### src/rtl/regfile_wb_ctrl.sv
// regfile_wb_ctrl: register-file write-back arbiter for ALU results and in-order load returns, with a busy scoreboard; WB_LD_FWD_EN enables forwarding from the return buffer.
module regfile_wb_ctrl #(
  parameter int LD_DEPTH = 4
) (
  input  logic        clk,
  input  logic        rst,
  input  logic        alu_valid,
  input  logic [4:0]  alu_rd,
  input  logic [31:0] alu_data,
  input  logic        ld_issue,
  input  logic [4:0]  ld_issue_rd,
  output logic        ld_full,
  input  logic        ld_rvalid,
  output logic        ld_rready,
  input  logic [31:0] ld_rdata,
  input  logic [4:0]  hz_rs1,
  input  logic [4:0]  hz_rs2,
  input  logic [4:0]  hz_rd,
  output logic        stall,
  output logic        fwd1_valid,
  output logic        fwd2_valid,
  output logic [31:0] fwd1_data,
  output logic [31:0] fwd2_data,
  output logic        reg_wr,
  output logic [4:0]  waddr,
  output logic [31:0] wdata,
  output logic        proto_err
);
  localparam int AW = $clog2(LD_DEPTH);
  logic [4:0]  fifo_q [LD_DEPTH];
  logic [4:0]  fifo_d [LD_DEPTH];
  logic [AW-1:0] head_q, head_d, tail_q, tail_d;
  logic [AW:0] cnt_q, cnt_d;
  logic [31:0] busy_q, busy_d;
  logic        buf_valid_q, buf_valid_d;
  logic [4:0]  buf_rd_q, buf_rd_d;
  logic [31:0] buf_data_q, buf_data_d;
  logic        reg_wr_q, reg_wr_d;
  logic [4:0]  waddr_q, waddr_d;
  logic [31:0] wdata_q, wdata_d;
  logic        proto_err_q, proto_err_d;
  logic        empty, hs, hs_ok, push, pop, wr;
  logic [4:0]  wa, head_rd;
  logic [31:0] wd;
  assign ld_full   = cnt_q == (AW+1)'(LD_DEPTH);
  assign ld_rready = ~buf_valid_q;
  assign reg_wr    = reg_wr_q;
  assign waddr     = waddr_q;
  assign wdata     = wdata_q;
  assign proto_err = proto_err_q;
  always_comb begin
    fifo_d      = fifo_q;
    head_d      = head_q;
    tail_d      = tail_q;
    busy_d      = busy_q;
    buf_valid_d = buf_valid_q;
    buf_rd_d    = buf_rd_q;
    buf_data_d  = buf_data_q;
    empty       = cnt_q == '0;
    head_rd     = fifo_q[head_q];
    hs          = ld_rvalid & ~buf_valid_q;
    hs_ok       = hs & ~empty;
    push        = ld_issue & ~ld_full;
    pop         = 1'b0;
    wr          = 1'b0;
    wa          = waddr_q;
    wd          = wdata_q;
    if (alu_valid) begin
      wr = 1'b1;
      wa = alu_rd;
      wd = alu_data;
      if (hs_ok) begin
        buf_valid_d = 1'b1;
        buf_rd_d    = head_rd;
        buf_data_d  = ld_rdata;
      end
    end else if (buf_valid_q) begin
      wr          = 1'b1;
      wa          = buf_rd_q;
      wd          = buf_data_q;
      buf_valid_d = 1'b0;
      pop         = 1'b1;
    end else if (hs_ok) begin
      wr  = 1'b1;
      wa  = head_rd;
      wd  = ld_rdata;
      pop = 1'b1;
    end
    reg_wr_d    = wr & (wa != 5'd0);
    waddr_d     = reg_wr_d ? wa : waddr_q;
    wdata_d     = reg_wr_d ? wd : wdata_q;
    proto_err_d = proto_err_q | (ld_issue & ld_full) | (hs & empty);
    if (pop) begin
      busy_d[head_rd] = 1'b0;
      head_d          = head_q + 1'b1;
    end
    // set after clear so a same-cycle re-issue to the committing rd stays busy
    if (push) begin
      fifo_d[tail_q]      = ld_issue_rd;
      tail_d              = tail_q + 1'b1;
      busy_d[ld_issue_rd] = 1'b1;
    end
    busy_d[0] = 1'b0;
    cnt_d     = cnt_q + (AW+1)'(push) - (AW+1)'(pop);
  end
  always_ff @(posedge clk) begin
    if (rst) begin
      fifo_q      <= '{default: '0};
      head_q      <= '0;
      tail_q      <= '0;
      cnt_q       <= '0;
      busy_q      <= '0;
      buf_valid_q <= 1'b0;
      buf_rd_q    <= '0;
      buf_data_q  <= '0;
      reg_wr_q    <= 1'b0;
      waddr_q     <= '0;
      wdata_q     <= '0;
      proto_err_q <= 1'b0;
    end else begin
      fifo_q      <= fifo_d;
      head_q      <= head_d;
      tail_q      <= tail_d;
      cnt_q       <= cnt_d;
      busy_q      <= busy_d;
      buf_valid_q <= buf_valid_d;
      buf_rd_q    <= buf_rd_d;
      buf_data_q  <= buf_data_d;
      reg_wr_q    <= reg_wr_d;
      waddr_q     <= waddr_d;
      wdata_q     <= wdata_d;
      proto_err_q <= proto_err_d;
    end
  end
`ifdef WB_LD_FWD_EN
  assign fwd1_valid = buf_valid_q & (buf_rd_q != 5'd0) & (buf_rd_q == hz_rs1);
  assign fwd2_valid = buf_valid_q & (buf_rd_q != 5'd0) & (buf_rd_q == hz_rs2);
  assign fwd1_data  = fwd1_valid ? buf_data_q : 32'd0;
  assign fwd2_data  = fwd2_valid ? buf_data_q : 32'd0;
`else
  assign fwd1_valid = 1'b0;
  assign fwd2_valid = 1'b0;
  assign fwd1_data  = 32'd0;
  assign fwd2_data  = 32'd0;
`endif
  assign stall = (busy_q[hz_rs1] & ~fwd1_valid) | (busy_q[hz_rs2] & ~fwd2_valid) | busy_q[hz_rd];
endmodule

### config.mk
export PLATFORM = sky130hd
export DESIGN_NAME = regfile_wb_ctrl
export DESIGN_NICKNAME = d
export VERILOG_FILES = /design/src/rtl/regfile_wb_ctrl.sv
export SDC_FILE = /design/constraint.sdc
export NUM_CORES = 1
export LEC_CHECK = 0
export CAP_MARGIN = 20
export CORE_AREA = 3 3 132 134
export DETAILED_ROUTE_END_ITERATION = 16
export DIE_AREA = 0 0 135 137
export GPL_ROUTABILITY_DRIVEN = 0
export PLACE_DENSITY = 0.8
export SLEW_MARGIN = 0
export SYNTH_ARGS = -nofsm -noshare
export SYNTH_HDL_FRONTEND = slang
export SYNTH_SLANG_ARGS = --single-unit
### constraint.sdc
create_clock -name clk -period 3.6 [get_ports clk]
set_input_delay 0.72 -clock clk [delete_from_list [all_inputs] [get_ports clk]]
set_output_delay 0.72 -clock clk [all_outputs]
set_load 0.02 [all_outputs]
* Word-level counts from Yosys, hierarchy flattened
Cells that the tools add are included.
** Word-level totals
- Register bits after elaboration :: 136
- Latch bits :: 0
- Memory bits (writable) :: 0
- ROM bits :: 0
- Bits of input ports :: 94
- Output and inout port bits :: 108
- Word-level logic and storage cells :: 87
- Memories :: 0
** Cells by class
- Add/sub/neg operators :: 4
- Multiply operators :: 0
- Div/mod/pow operators :: 0
- $lt $le $gt $ge :: 10
- Equality and inequality tests :: 1
- Shift operators :: 0
- Muxes and demuxes :: 28
- Bitwise operators :: 19
- Reductions and logical operators :: 9
** Operator list (count)
- two-way mux 32 bit :: 5
- AND 32 bit :: 1
- inverter 32 bit :: 1
- OR 32 bit :: 1
- less-than comparator 5 x 6 -> 1 bit, second input constant :: 5
- two-way mux 5 bit :: 6
- bitwise mux 20 bit :: 1
- binary-select mux 1 bit (select 5 bit) :: 3
- binary-select mux 5 bit (select 2 bit) :: 1
- demux 1 bit (select 5 bit) :: 2
- demux 5 bit (select 2 bit) :: 1
- greater-or-equal comparator 5 x 1 -> 1 bit, second input constant :: 2
- two-way mux 1 bit :: 9
- AND 1 bit :: 6
- greater-or-equal comparator 3 bit, second input constant :: 2
- inverter 2 -> 3 bit :: 2
- nonzero test 5 bit :: 1
- adder 2 x 1 -> 2 bit, second input constant :: 2
- inverter 1 bit :: 4
- OR 1 bit :: 4
- AND reduction 2 bit :: 2
- adder 3 x 1 -> 3 bit :: 1
- == test 3 bit, second input constant :: 1
- logical AND 1 bit :: 3
- other kinds (5) :: 5

* Depth between registers and ports, before layout
Gate-level depths: netlist (run 1).
- Depth in word-level cells :: 13
- Depth in mapped cells :: 12
- Mapped depth without buffers :: 10

* Worst setup path after synthesis (run 1)
Ideal clock, no wire load.
- Path type :: input to output
- From :: in hz_rd[0]
- To :: out stall
- Data arrival time :: 2.438 ns
- Required time :: 2.880 ns
- Slack :: 0.442 ns
- Stages :: 5
- Cells stage by stage :: clkbuf_1 mux4_2 mux4_2 mux2i_1 nand3_1
** Between the ends
- Longest elaborated chain between the ends :: 3
** RTL lines
- from (decl) :: RTL line 18 : input logic [4:0] hz_rd,
- binary-select mux 1 bit (select 5 bit) :: RTL line 146 : assign stall = (busy_q[hz_rs1] & ~fwd1_valid) | (busy_q[hz_rs2] & ~fwd2_valid) | busy_q[hz_rd];
- two-way mux 1 bit (not written as such) :: RTL line 146
- OR 1 bit :: RTL line 146
- to (decl) :: RTL line 19 : output logic stall,
No other way between the ends. The select of a mux whose other input is x is not followed.

* Worst setup path after layout (run 1)
- From :: in hz_rs2[0]
- To :: out stall
** Between the ends
- Longest elaborated chain between the ends :: 4
** RTL lines
- from (decl) :: RTL line 17 : input logic [4:0] hz_rs2,
- binary-select mux 1 bit (select 5 bit) :: RTL line 146
- two-way mux 1 bit (not written as such) :: RTL line 146
- OR 1 bit (2 in a row) :: RTL line 146
No other way between the ends. The select of a mux whose other input is x is not followed.

==> flow_summary.ini, run 1 <==
[cts]
cts_max_level = 4
clock_latency_ns = 0.42
cts_buffers = 17
cts.sinks = 135
cts_tree = built
cts_root_buf = clkbuf_16
clock_path_buffers = 2
path_clk_slew_ns = 0.06
cts_hold_buffers = 0

[logic_synthesis]
ys_seq_area_frac = 0.3328
synth_warnings = 0
syn_area_per_cell_um2 = 8.008
yosysTopAreaCell = dfxtp_1
netlist.area_leader.share = 0.3328
syn_area_mm2 = 0.008120
synthTopCellsByCount = nand2_1, dfxtp_1, a21oi_1, nand3_1, buf_4
ys_ff_latch = 135
synthCells = 1014
synth_edf_count = 0
yosys_most_used_dff = dfxtp_1
synthArstFlopShare = 0
synth_area_leaders = dfxtp_1, mux4_2, a21oi_1
ys_types = 47
synth_most_common_cell = nand2_1

[power_and_ir_drop]
power_density_mw_per_mm2 = 560.5
power_mw = 5.539
leakage_nw = 3.525
peakVddDrop_mv = 0.4493

[timing]
rsz0062_at_grt = false
max_freq_ghz = 0.2870
setup_slack_ns = 0.1157
hold_viol = 0
fin_crit_ns = 3.484
skew_ns = 0.007502
drv_slew = 0
whs_ns = 0.4533
setup_viol = 0
slew_headroom = 0.3840
worst_slew_pin_slew_ns = 0.9241
min_period_over_period = 0.9679

[drt]
remaining_drc_errors = 0
wl_per_cell_um = 17.00
ant_nets = 0
route.vias.total = 7549
first_pass_iters = 5
drt-total-wl_mm = 22.88
via_per_inst = 5.608
drt-initial-drc-count = 955

[worst_setup_path]
critPathKind = in -> out
startpoint_type = input port
crit_required_ns = 2.88
rr_worst_depth = 7
arrival_ns = 2.76
crit_fanout = 8
end_kind = primary output

[placed_design]
place_hpwl_mm = 15.94
io_buffers = 135
place_ws_ns = -0.2705
place_inst = 1314
placed_area_mm2 = 0.009309

[global_routing]
grt_pass1_vias = 6906
gr-total-overflow = 0
grt_pass1_wl_mm = 36.45
grt.total_usage = 0.2456
antenna_found_initial = 0
grt_max_degree = 90

[min_path]
hold_depth = 2
hp-class = reg -> reg

[floorplanning]
start_util = 0.4949
core_mm2 = 0.01641
ios = 202
fp.dieH_um = 137
rows = 47
die_area_mm2 = 0.01850
chipWidth_um = 135

[final_layout]
syn_to_final_growth_pct = 21.69
final_layout_size_suffix_gt1_frac = 0.08881
fin_area_mm2 = 0.009882
layout.cells.non_filler = 1346
nNetsFinal = 1214
antenna_cells = 0

[outcome]
status = finished, final reports clean

[job]
cap_viol_max_count = 0
-- logic make-up (layout without fill, tap and decap cells) --
| logic type | Yosys count | after routing | share of synthesized area |
|---|---|---|---|
| fa+ha+maj | 6 | 6 | 0.01017 |
| flops | 135 | 135 | 0.3328 |
| xor+xnor | 5 | 5 | 0.005393 |
| other cells | 1 | 66 | 0.0004618 |
| compound gates | 218 | 218 | 0.1519 |
| buf+inv | 151 | 198 | 0.1116 |
| simple gates | 427 | 427 | 0.2533 |
| mux | 71 | 71 | 0.1344 |
-- per-layer routing --
metal  GRT usage  up-vias  routed length (um)  share of wire
li1            -     3618                   -              -
met3     0.04890       48                1807          0.079
met4     0.08847        0                 646          0.028
met5           0        -                   0              0
met1      0.3549     3503               10090           0.44
met2      0.3652      380               10330           0.45
-- sequential cells by signal (all words and copies together) (netlist names) --
register / flops
head_q: 2
reg_wr: 1
buf_rd_q: 5
waddr: 5
wdata: 32
fifo_q: 20
tail_q: 2
buf_valid_q: 1
proto_err: 1
buf_data_q: 32
busy_q: 31
cnt_q: 3
-- report_power, final --
| part | leakage [nW] | internal, mW | total, mW | switching (mW) |
|---|---|---|---|---|
| sequential | 1.10 | 1.72 | 1.86 | 0.144 |
| clock | 0.273 | 1.05 | 1.69 | 0.640 |
| combinational | 2.15 | 0.817 | 1.99 | 1.17 |
| total | 3.52 | 3.58 | 5.54 | 1.95 |
-- worst max-delay path, cell delays in order --
cell and delay [ns]:
clkdlybuf4s50_1 0.48, buf_6 0.15, mux4_2 0.50, mux4_2 0.46, mux2i_1 0.19, nand3_1 0.10, buf_2 0.17
-- timing repair --
action,in CTS,in global routing
endpoints found under the setup margin,1,1
gates resized for setup,4,1
buffers inserted,0,1
-- cell type report --
type | instances | area [um2]
Clock buffer | 23 | 467.9
Clock inverter | 8 | 98.84
Fill cell | 1442 | 6525
Inverter | 6 | 22.52
Multi-Input combinational cell | 793 | 4763
Sequential cell | 135 | 2704
Tap cell | 220 | 275.3
Timing Repair Buffer | 161 | 1550
-- per-stage QoR --
step                utilization  TNS [ns]
floorplan                     -         0
global placement         0.5674   -0.2390
detailed placement       0.5674   -0.2705
CTS                      0.6022         0
global route             0.6023         0
finish                   0.6023         0
-- layout by cell type, fill, tap and decap left out, drive strengths merged, types with 5 or more instances in the layout --
master,netlist,layout
a21oi,131,131
mux4,30,30
inv,6,6
nor2,47,47
nor3,39,39
nand3b,5,5
ha,5,5
conb,1,66
o21ai,39,39
nor3b,6,6
mux2i,37,37
nand2,147,147
buf,98,29
clkdlybuf4s50,0,132
nand3,92,92
clkbuf,47,23
nand2b,41,41
dfxtp,135,135
a22oi,32,32
nor2b,39,39
-- final timing paths --
path	from	endpoint	slack, ns
setup / recovery	hz_rs2[0]	stall	0.12
hold / removal	buf_data_q[1]	buf_data_q[1]	0.45
setup reg to reg	head_q[0]	wdata[23]	0.64
hold reg to reg	buf_data_q[1]	buf_data_q[1]	0.45
No activity file was read; power rests on OpenSTA's default activity.
==> inputs of run 2 (changes only) <==
--- a/config.mk
+++ b/config.mk
@@ -10,6 +10,7 @@
 export DETAILED_ROUTE_END_ITERATION = 16
 export DIE_AREA = 0 0 135 137
 export GPL_ROUTABILITY_DRIVEN = 0
+export GPL_TIMING_DRIVEN = 0
 export PLACE_DENSITY = 0.8
 export SLEW_MARGIN = 0
 export SYNTH_ARGS = -nofsm -noshare
==> run 2 against run 1 <==
- total power increased by 7.0%
- setup slack got worse by 0.012 ns
- core utilization increased by 4.0 points
- clock power grew 12%
- sequential power hardly changed
- wire length grew 5.4%
- cell area is 6.7% higher
- first-iteration DRC count is 12% lower
- clock skew is 0.0015 ns lower
- worst hold slack got worse by 0.00081 ns
- non-clock buffer count up 109
- critical path depth down 1
==> flow_summary.ini, run 2 (synthesized netlist as in run 1, its figures left out) <==
[drt]
route.vias.total = 8006
remaining_drc_errors = 0
wl_per_cell_um = 16.56
via_per_inst = 5.499
ant_nets = 0
first_pass_iters = 7
drt-total-wl_mm = 24.12
drt-initial-drc-count = 844

[final_layout]
final_layout_size_suffix_gt1_frac = 0.1383
final_cell_mix = nand2_1, dfxtp_1, a21oi_1
fill_cells = 1416
layout.cells.non_filler = 1456
fin_area_mm2 = 0.01054
antenna_cells = 0
nNetsFinal = 1323
final_common_cell = nand2_1
syn_to_final_growth_pct = 29.85
multi_input_area_mm2 = 0.004756
final_util = 0.6426
seq_area_mm2 = 0.002703

[global_routing]
antenna_found_initial = 0
grt.total_usage = 0.2546
grt_pass1_vias = 7433
grt_max_degree = 17
grt_pass1_wl_mm = 37.77
gr-total-overflow = 0

[timing]
max_freq_ghz = 0.2860
fin_crit_ns = 3.496
setup_slack_ns = 0.1035
hold_viol = 0
worst_slew_pin_slew_ns = 0.9490
min_period_over_period = 0.9712
slew_headroom = 0.3660
setup_viol = 0
skew_ns = 0.005962
drv_slew = 0
rsz0062_at_grt = false

[cts]
cts_max_level = 4
path_clk_slew_ns = 0.05
cts_hold_buffers = 0
clock_latency_ns = 0.42
post_cts_buffers = 0
cts.sinks = 135
cts_root_buf = clkbuf_16
clock_path_buffers = 2
cts_tree = built
cts_buffers = 17

[floorplanning]
fp.dieH_um = 137
rows = 47
start_util = 0.4949
ios = 202
core_mm2 = 0.01641
chipWidth_um = 135
die_area_mm2 = 0.01850

[power_and_ir_drop]
peakVddDrop_mv = 0.3581
leakage_nw = 3.964
power_density_mw_per_mm2 = 562.3
power_mw = 5.929

[placed_design]
place_ws_ns = -0.3261
placed_area_mm2 = 0.009901
place_inst = 1425
io_buffers = 126
place_hpwl_mm = 17.99

[worst_setup_path]
end_kind = primary output
crit_required_ns = 2.88
startpoint_type = input port
arrival_ns = 2.78
critPathKind = in -> out
ff2ff_setup_slack_ns = 0.90
crit_fanout = 9

[min_path]
hp-class = reg -> reg

[outcome]
status = finished, final reports clean

[job]
cap_viol_max_count = 0
[run 2: layer usage]
layer | part of all wire | wire length [um] | track usage
met5 | 0 | 0 | 0
met4 | 0.033 | 803 | 0.09462
met3 | 0.090 | 2164 | 0.05735
met2 | 0.45 | 10850 | 0.3897
met1 | 0.43 | 10290 | 0.3533
[run 2: worst max-delay path: stages]
cell	delay (ns)
clkbuf_2	0.25
mux4_2	0.57
mux4_2	0.46
mux2i_1	0.14
nand3_1	0.09
clkdlybuf4s50_1	0.54
[run 2: final timing paths]
| path | start | to | cells past startpoint |
|---|---|---|---|
| hold reg to reg | fifo_q[17] | fifo_q[17] | 2 |
| hold / removal | fifo_q[17] | fifo_q[17] | 2 |
| setup / recovery | hz_rs2[0] | stall | 6 |
| setup reg to reg | cnt_q[1] | cnt_q[2] | 11 |
[run 2: layout make-up]
| cell class | count | share of cell area |
|---|---|---|
| Multi-Input combinational cell | 793 | 0.4510 |
| Sequential cell | 135 | 0.2563 |
| Timing Repair Buffer | 126 | 0.1195 |
| Buffer | 144 | 0.08413 |
| Clock buffer | 21 | 0.04462 |
| Tap cell | 220 | 0.02611 |
| Clock inverter | 11 | 0.01614 |
| Inverter | 6 | 0.002136 |
[run 2: metrics by stage]
stage / TNS (ns) / hold slack (ns)
floorplan: 0 / 0.4331
global placement: -0.5506 / 0.4412
detailed placement: -0.6482 / 0.4475
CTS: 0 / 0.4552
global route: 0 / 0.4695
finish: 0 / 0.4525
[run 2: power by group]
group          total (mW)  switching (mW)  leakage (nW)  internal (mW)
clock network        1.89           0.675         0.317           1.22
logic                2.17            1.24          2.55          0.927
registers            1.87           0.147          1.10           1.72
total                5.93            2.07          3.96           3.86
[run 2: repair_timing]
item | 4_1_cts | 5_1_grt
gates resized for setup | 5 | 4
endpoints found under the hold margin | 0 | 0
setup endpoints to repair | 1 | 2
